File: config.mk
export PLATFORM = sky130hd
export DESIGN_NAME = uart_rx
export DESIGN_NICKNAME = d
export VERILOG_FILES = /design/src/rtl/uart_rx.sv
export SDC_FILE = /design/constraint.sdc
export NUM_CORES = 1
export LEC_CHECK = 0
export ABC_AREA = 1
export CORE_ASPECT_RATIO = 1.5
export CORE_MARGIN = 4
export CORE_UTILIZATION = 50
export DETAILED_ROUTE_END_ITERATION = 16
export GPL_ROUTABILITY_DRIVEN = 0
export GPL_TIMING_DRIVEN = 0
export PLACE_DENSITY = 0.72
export REMOVE_ABC_BUFFERS = 1
export SKIP_CTS_REPAIR_TIMING = 1
export SLEW_MARGIN = 20
export SYNTH_ARGS = -nofsm -noshare
export SYNTH_HDL_FRONTEND = slang
export SYNTH_SLANG_ARGS = --single-unit
export TNS_END_PERCENT = 10
File: constraint.sdc
create_clock -name i_sysclk -period 3.8 [get_ports i_sysclk]
set_clock_uncertainty 0.1 [all_clocks]
set_input_delay 0.57 -clock i_sysclk [delete_from_list [all_inputs] [get_ports i_sysclk]]
set_output_delay 0.57 -clock i_sysclk [all_outputs]
set_load 0.02 [all_outputs]
File: src/rtl/uart_rx.sv
// uart_rx: 8N1 UART receiver driven by an edge-detected 16x tick, with ready/ack byte handoff
module uart_rx #(
    parameter int DATA_BITS   = 8,
    parameter int OVERSAMPLE  = 16,
    parameter int SYNC_STAGES = 2
) (
    input  logic                 i_sysclk,
    input  logic                 i_reset,
    input  logic                 i_uart_clk,
    input  logic                 i_rx,
    output logic [DATA_BITS-1:0] o_rx_data,
    output logic                 o_rx_ready,
    input  logic                 i_rd_ack,
    output logic                 o_overrun,
    output logic                 o_frame_err
);
    localparam int CW = $clog2(OVERSAMPLE);
    localparam int BW = $clog2(DATA_BITS);

    typedef enum logic [2:0] {S_IDLE, S_START, S_DATA, S_STOP, S_BREAK} state_t;

    state_t                 r_state, w_next;
    logic [SYNC_STAGES-1:0] r_rx_sync, r_uclk_sync;
    logic                   r_uclk_prev;
    logic [CW-1:0]          r_cnt;
    logic [BW-1:0]          r_bit_idx;
    logic [DATA_BITS-1:0]   r_shreg, r_rx_data;
    logic                   r_rx_ready, r_overrun, r_frame_err;
    logic                   w_rx_s, w_tick, w_mid_start, w_mid_bit, w_last_bit;
    logic                   w_deliver, w_ferr_set;

    assign w_rx_s      = r_rx_sync[SYNC_STAGES-1];
    assign w_tick      = r_uclk_sync[SYNC_STAGES-1] & ~r_uclk_prev;
    assign w_mid_start = r_cnt == CW'(OVERSAMPLE/2-1);
    assign w_mid_bit   = r_cnt == CW'(OVERSAMPLE-1);
    assign w_last_bit  = r_bit_idx == BW'(DATA_BITS-1);
    assign o_rx_data   = r_rx_data;
    assign o_rx_ready  = r_rx_ready;
    assign o_overrun   = r_overrun;
    assign o_frame_err = r_frame_err;

    // Synchronise rx (idles high) and uart_clk, and keep the previous uart_clk for edge detect
    always_ff @(posedge i_sysclk) begin
        if (i_reset) begin
            r_rx_sync   <= '1;
            r_uclk_sync <= '0;
            r_uclk_prev <= 1'b0;
        end else begin
            r_rx_sync   <= {r_rx_sync[SYNC_STAGES-2:0], i_rx};
            r_uclk_sync <= {r_uclk_sync[SYNC_STAGES-2:0], i_uart_clk};
            r_uclk_prev <= r_uclk_sync[SYNC_STAGES-1];
        end
    end

    // State register
    always_ff @(posedge i_sysclk) begin
        if (i_reset) r_state <= S_IDLE;
        else         r_state <= w_next;
    end

    // Next state: every transition waits for a tick; BREAK needs the line back high before a new start
    always_comb begin
        w_next = r_state;
        if (w_tick) begin
            case (r_state)
                S_IDLE:  if (!w_rx_s) w_next = S_START;
                S_START: if (w_mid_start) w_next = w_rx_s ? S_IDLE : S_DATA;
                S_DATA:  if (w_mid_bit && w_last_bit) w_next = S_STOP;
                S_STOP:  if (w_mid_bit) w_next = w_rx_s ? S_IDLE : S_BREAK;
                S_BREAK: if (w_rx_s) w_next = S_IDLE;
                default: w_next = S_IDLE;
            endcase
        end
    end

    // Outputs of the FSM: stop-bit sample either delivers the byte or flags a framing error
    always_comb begin
        w_deliver  = w_tick && r_state == S_STOP && w_mid_bit && w_rx_s;
        w_ferr_set = w_tick && r_state == S_STOP && w_mid_bit && !w_rx_s;
    end

    // Tick counter, bit index and LSB-first shift register, all advancing only on tick
    always_ff @(posedge i_sysclk) begin
        if (i_reset) begin
            r_cnt     <= '0;
            r_bit_idx <= '0;
            r_shreg   <= '0;
        end else if (w_tick) begin
            case (r_state)
                S_START:        r_cnt <= w_mid_start ? '0 : r_cnt + 1'b1;
                S_DATA, S_STOP: r_cnt <= w_mid_bit ? '0 : r_cnt + 1'b1;
                default:        r_cnt <= '0;
            endcase
            if (r_state == S_START && w_mid_start) r_bit_idx <= '0;
            if (r_state == S_DATA && w_mid_bit) begin
                r_shreg   <= {w_rx_s, r_shreg[DATA_BITS-1:1]};
                r_bit_idx <= w_last_bit ? '0 : r_bit_idx + 1'b1;
            end
        end
    end

    // Handshake: deliver beats a simultaneous ack, ack clears the sticky flags every sysclk
    always_ff @(posedge i_sysclk) begin
        if (i_reset) begin
            r_rx_data   <= '0;
            r_rx_ready  <= 1'b0;
            r_overrun   <= 1'b0;
            r_frame_err <= 1'b0;
        end else begin
            if (w_deliver) r_rx_data <= r_shreg;
            r_rx_ready  <= w_deliver | (r_rx_ready & ~i_rd_ack);
            r_overrun   <= ~i_rd_ack & (r_overrun | (w_deliver & r_rx_ready));
            r_frame_err <= w_ferr_set | (r_frame_err & ~i_rd_ack & ~w_deliver);
        end
    end
endmodule

==> out/results.ini, run 1 <==
[run_status]
outcome=complete, no violations

[pwr]
p_clk_share_pct=40.8
swShare_pct=21.1
switchingPower_w=0.000137
ir_drop_mv=0.288
leakage_nw=0.672
power_density_nw_per_um2=378
power.internal_w=0.000514
seqPwrFrac_pct=55.6
p_comb_share_pct=3.6

[synthesis]
syn_inst=177
yosys.cell_types.count=28
ys_warn_count=0
ys_seq_elements=34
seq_area_frac_synth_pct=46.4
netlist_area_um2=1470
syn_avg_cell_area_um2=8.29

[final_layout]
layout-drive-gt1-share_pct=19.4
diodes=0
layout_common_cells=dfxtp_1 (34), nand2_1 (26), inv_1 (20), clkdlybuf4s50_1 (15), a21oi_1 (14)
fillCellCount=257
layout_commonest_cell=dfxtp_1
finalNetCount=203
utilization_pct=63.1
syn_to_final_growth_pct=17.5

[timing]
fin_tns_setup_ns=0
setup-violations-final=0
rsz0062_at_grt=no
slew_headroom_pct=71.2
fin_crit_ns=1.90
finalHoldViolations=0
fmax_mhz=525
tightest_slew_ns=0.430
min_period_over_period_pct=50.1
finalMaxSlewViolations=0
holdWs_ns=0.311

[critical_path]
cp.required_ns=3.13
max_stage_delay_ns=0.62
startpoint=o_rx_data[5]
reg2reg_from=r_cnt[0]
crit_fanout=2
critPathKind=reg -> out
critPathBufInv=1
endpoint_kind=output port
slowest_stage=clkdlybuf4s50_1
crit_family=buffers and inverters
cp_cell_sequence=clkdlybuf4s50_1
cp.arrival_ns=1.23
startpoint_type=flip-flop

[placed_design]
dp_hpwl_mm=1.97
port-buffer-count=15

[drt]
via_per_inst=5.01
post_drt_wl_per_cell_um=11.3
antenna_left=0
drtIter0Drc=24
drc=0
totalWireLength_mm=2.64
dr.pass1.iters=4
vias=1167

[global_routing]
grt_antenna_before_repair=0
grt_pass1_wl_mm=4.63
grt_max_degree=20
grt_usage_pct=16.4
grt_pass1_vias=1138
overflow=0

[clock_tree]
cts_made_buffers=5
worstSkewPairLatency_ns=0.28
cts_tree=done
cts_buffer_depth=2
cts_root_buf=clkbuf_8
cts.sinks=34
htree_levels=2
clk_pin_slew_ns=0.06

[die]
start_util_pct=53.7
die_w_um=52.2
die-area_um2=3880
ioPinCount=16
die_h_um=74.4
rows=23
core_um2=2730

[min_path]
worstHoldStart=r_uclk_sync[0]
hold_path.class=reg -> reg

[run]
maxCapViolCount=0

## flip-flops by register name (all words and copies together), names as in the netlist
| signal | cells |
|---|---|
| o_frame_err | 1 |
| o_overrun | 1 |
| o_rx_data | 8 |
| o_rx_ready | 1 |
| r_bit_idx | 3 |
| r_cnt | 4 |
| r_rx_sync | 2 |
| r_shreg | 8 |
| r_state | 3 |
| r_uclk_prev | 1 |
| r_uclk_sync | 2 |
## worst paths after layout
check | cells after the start | endpoint | slack [ns]
worst max-delay path | 1 | o_rx_data[5] | 1.90
worst min-delay path | 2 | r_uclk_sync[1] | 0.31
worst max register to register | 8 | r_bit_idx[2] | 2.15
worst min register to register | 2 | r_uclk_sync[1] | 0.31
## Yosys cell counts
library cell	instances	area share [%]
nand2_4	1	0.77
inv_2	2	0.51
nor2_4	3	2.3
clkinv_1	1	0.26
nor2_8	1	1.4
ha_1	3	2.6
o21ai_0	13	4.4
nor2_2	3	1.3
a21oi_2	2	1.2
dfxtp_1	34	46
or2_2	2	0.85
nand3_4	1	1.2
inv_4	1	0.43
inv_1	20	5.1
nand2_2	7	3.0
nand3_1	12	4.1
buf_2	1	0.34
buf_4	1	0.51
nand4_1	4	1.7
o21ai_2	8	4.8
clkbuf_1	1	0.26
nand2_1	26	6.6
a21boi_0	1	0.51
a21oi_1	14	4.8
buf_8	1	1.0
nor3_1	1	0.34
o21ai_1	1	0.34
nor2_1	12	3.1
## power by group through the flow
stage	clock network, W	registers, W	logic, W
2_1_floorplan	0	0.000369	0.0000147
3_3_place_gp	0	0.000370	0.0000233
3_5_place_dp	0	0.000370	0.0000239
4_1_cts	0.000280	0.000362	0.0000240
5_1_grt	0.000294	0.000362	0.0000270
6_report	0.000266	0.000362	0.0000236
## routing by layer
metal | up-vias | share of wire [%] | global-route usage [%]
met3 | 6 | 4.2 | 6.01
li1 | 606 | - | -
met4 | 0 | 2.7 | 8.52
met5 | - | 0 | 0
met2 | 16 | 56 | 31.5
met1 | 539 | 37 | 14.4
## logic make-up after synthesis
kind of cell / after synthesis / share of synthesized area [%]
and+or+nand+nor: 73 / 26.6
buffers and inverters: 28 / 8.44
DFF: 34 / 46.4
adders and majority gates: 3 / 2.56
AOI/OAI and AO/OA: 39 / 16.0
## stage by stage
stage               area, um^2  total power, W  worst slack, ns  std cells
finish                    1720        0.000651             1.90        233
global placement          1630        0.000393             1.78        225
CTS                       1720        0.000665             1.87        233
floorplan                 1440        0.000384             2.35        173
global route              1720        0.000683             1.84        233
detailed placement        1630        0.000394             1.77        225
## final cells by class
class,instances,area (um^2),share of cell area [%]
repair buffers,15,150,8.71
clock inverters,1,5.00,0.290
clock buffers,7,86.3,5.01
multi-input cells,115,663,38.5
inverters,24,92.6,5.37
well taps,37,46.3,2.69
flip-flops and latches,34,681,39.5
No activity file was read; power rests on OpenSTA's default activity.
==> inputs of run 2 (changes only) <==
--- a/config.mk
+++ b/config.mk
@@ -8,11 +8,11 @@
 export ABC_AREA = 1
 export CORE_ASPECT_RATIO = 1.5
 export CORE_MARGIN = 4
-export CORE_UTILIZATION = 50
+export CORE_UTILIZATION = 49
 export DETAILED_ROUTE_END_ITERATION = 16
 export GPL_ROUTABILITY_DRIVEN = 0
 export GPL_TIMING_DRIVEN = 0
-export PLACE_DENSITY = 0.72
+export PLACE_DENSITY = 0.74
 export REMOVE_ABC_BUFFERS = 1
 export SKIP_CTS_REPAIR_TIMING = 1
 export SLEW_MARGIN = 20
==> constraint.sdc (replaced) <==
create_clock -name i_sysclk -period 1.7 [get_ports i_sysclk]
set_clock_uncertainty 0.1 [all_clocks]
set_input_delay 0.255 -clock i_sysclk [delete_from_list [all_inputs] [get_ports i_sysclk]]
set_output_delay 0.255 -clock i_sysclk [all_outputs]
set_load 0.02 [all_outputs]
==> out/results.ini, run 2 (synthesis gave the netlist of run 1 again) <==
[run_status]
outcome=complete, no violations

[die]
core_um2=2880  ; +5.4%
die_h_um=75.0  ; +0.91%
die-area_um2=3950  ; +1.8%
rows=24  ; +4.3%
start_util_pct=50.9  ; -2.8 points
ioPinCount=16  ; unchanged
die_w_um=52.7  ; +0.86%

[run]
maxCapViolCount=0  ; unchanged

[timing]
finalMaxSlewViolations=0  ; unchanged
holdWs_ns=0.309  ; -0.00245 ns
min_period_over_period_pct=92.8
rsz0062_at_grt=no
fin_crit_ns=1.58
setup-violations-final=0  ; unchanged
tightest_slew_ns=0.440  ; +0.00964 ns
fmax_mhz=634
finalHoldViolations=0  ; unchanged
slew_headroom_pct=70.6  ; -0.64 points

[final_layout]
fin_area_um2=1720  ; -0.43%
diodes=0  ; unchanged
layout_commonest_cell=dfxtp_1
syn_to_final_growth_pct=17.0
layout-drive-gt1-share_pct=20.0  ; +0.61 points
finalNetCount=203  ; unchanged
layout_common_cells=dfxtp_1 (32), nand2_1 (26), inv_1 (20), clkdlybuf4s50_1 (15), a21oi_1 (14)

[critical_path]
slowest_stage=clkdlybuf4s50_1
cp_cell_sequence=clkdlybuf4s50_1
crit_family=buffers and inverters
max_stage_delay_ns=0.61  ; about the same
critPathBufInv=1  ; unchanged
startpoint_type=flip-flop
endpoint_kind=output port
crit_fanout=2  ; unchanged
cp.required_ns=1.34  ; -1.79 ns
cp.arrival_ns=1.22  ; about the same
critPathKind=reg -> out

[drt]
via_per_inst=4.98  ; -0.60%
antenna_left=0  ; unchanged
vias=1165  ; -0.17%
post_drt_wl_per_cell_um=11.4  ; +0.33%
drc=0  ; unchanged
drtIter0Drc=21  ; -13%
totalWireLength_mm=2.66  ; +0.76%
dr.pass1.iters=4  ; unchanged

[clock_tree]
cts_root_buf=clkbuf_8
worstSkewPairLatency_ns=0.28  ; about the same
cts_buffer_depth=2  ; unchanged
htree_levels=2  ; unchanged
clk_pin_slew_ns=0.06  ; about the same
cts_made_buffers=5  ; unchanged
cts.sinks=34  ; unchanged
cts_tree=done

[placed_design]
dp_hpwl_mm=2.06  ; +4.6%
port-buffer-count=15  ; unchanged
place_area_um2=1640  ; +0.15%

[global_routing]
grt_usage_pct=15.7  ; -0.72 points
grt_pass1_vias=1122  ; -1.4%
grt_antenna_before_repair=0  ; unchanged
grt_pass1_wl_mm=4.57  ; -1.3%
overflow=0  ; unchanged
grt_max_degree=20  ; unchanged

[pwr]
ir_drop_mv=0.573  ; +99%
power_density_nw_per_um2=815  ; +120%
leakage_nw=0.660  ; -1.8%

[min_path]
hold_path.class=reg -> reg

run 2: power breakdown:
part	switching, W	internal, W	total (W)	leakage, nW
Clock	0.000255	0.000281	0.000536	0.0383
Combinational	0.0000344	0.0000198	0.0000542	0.346
Sequential	0.00000564	0.000803	0.000809	0.276
Total	0.000295	0.00110	0.00140	0.660
run 2: area by class of cell:
type | count | area (um^2)
fillers | 278 | 1170
flip-flops and latches | 34 | 683
multi-input cells | 115 | 666
repair buffers | 15 | 150
inverters | 24 | 92.6
clock buffers | 7 | 76.3
well taps | 39 | 48.8
run 2: layer usage:
metal | wire, um | global-route usage (%) | vias up | share of wire (%)
met5 | 0 | 0 | - | 0
met4 | 38 | 5.11 | 0 | 1.4
met3 | 140 | 6.14 | 4 | 5.3
met2 | 1530 | 30.5 | 23 | 58
met1 | 946 | 14.4 | 534 | 36
li1 | - | - | 604 | -
run 2: metrics by stage:
| stage | TNS [ns] | total power [W] | util (%) | worst slack, ns | std cells |
|---|---|---|---|---|---|
| floorplan | 0 | 0.000858 | - | 0.254 | 173 |
| global placement | -0.105 | 0.000879 | 56.7 | -0.0172 | 227 |
| detailed placement | -0.252 | 0.000881 | 56.7 | -0.0361 | 227 |
| CTS | 0 | 0.00142 | 59.4 | 0.0591 | 234 |
| global route | 0 | 0.00145 | 59.5 | 0.00957 | 234 |
| finish | 0 | 0.00140 | 59.5 | 0.123 | 234 |
run 2: worst paths after layout:
kind,depth (start not counted),endpoint,start,slack (ns)
worst min register to register,1,r_rx_sync[1],r_rx_sync[0],0.31
worst min-delay path,1,r_rx_sync[1],r_rx_sync[0],0.31
worst max register to register,8,r_bit_idx[2],r_cnt[1],0.13
worst max-delay path,1,o_rx_ready,o_rx_ready,0.12
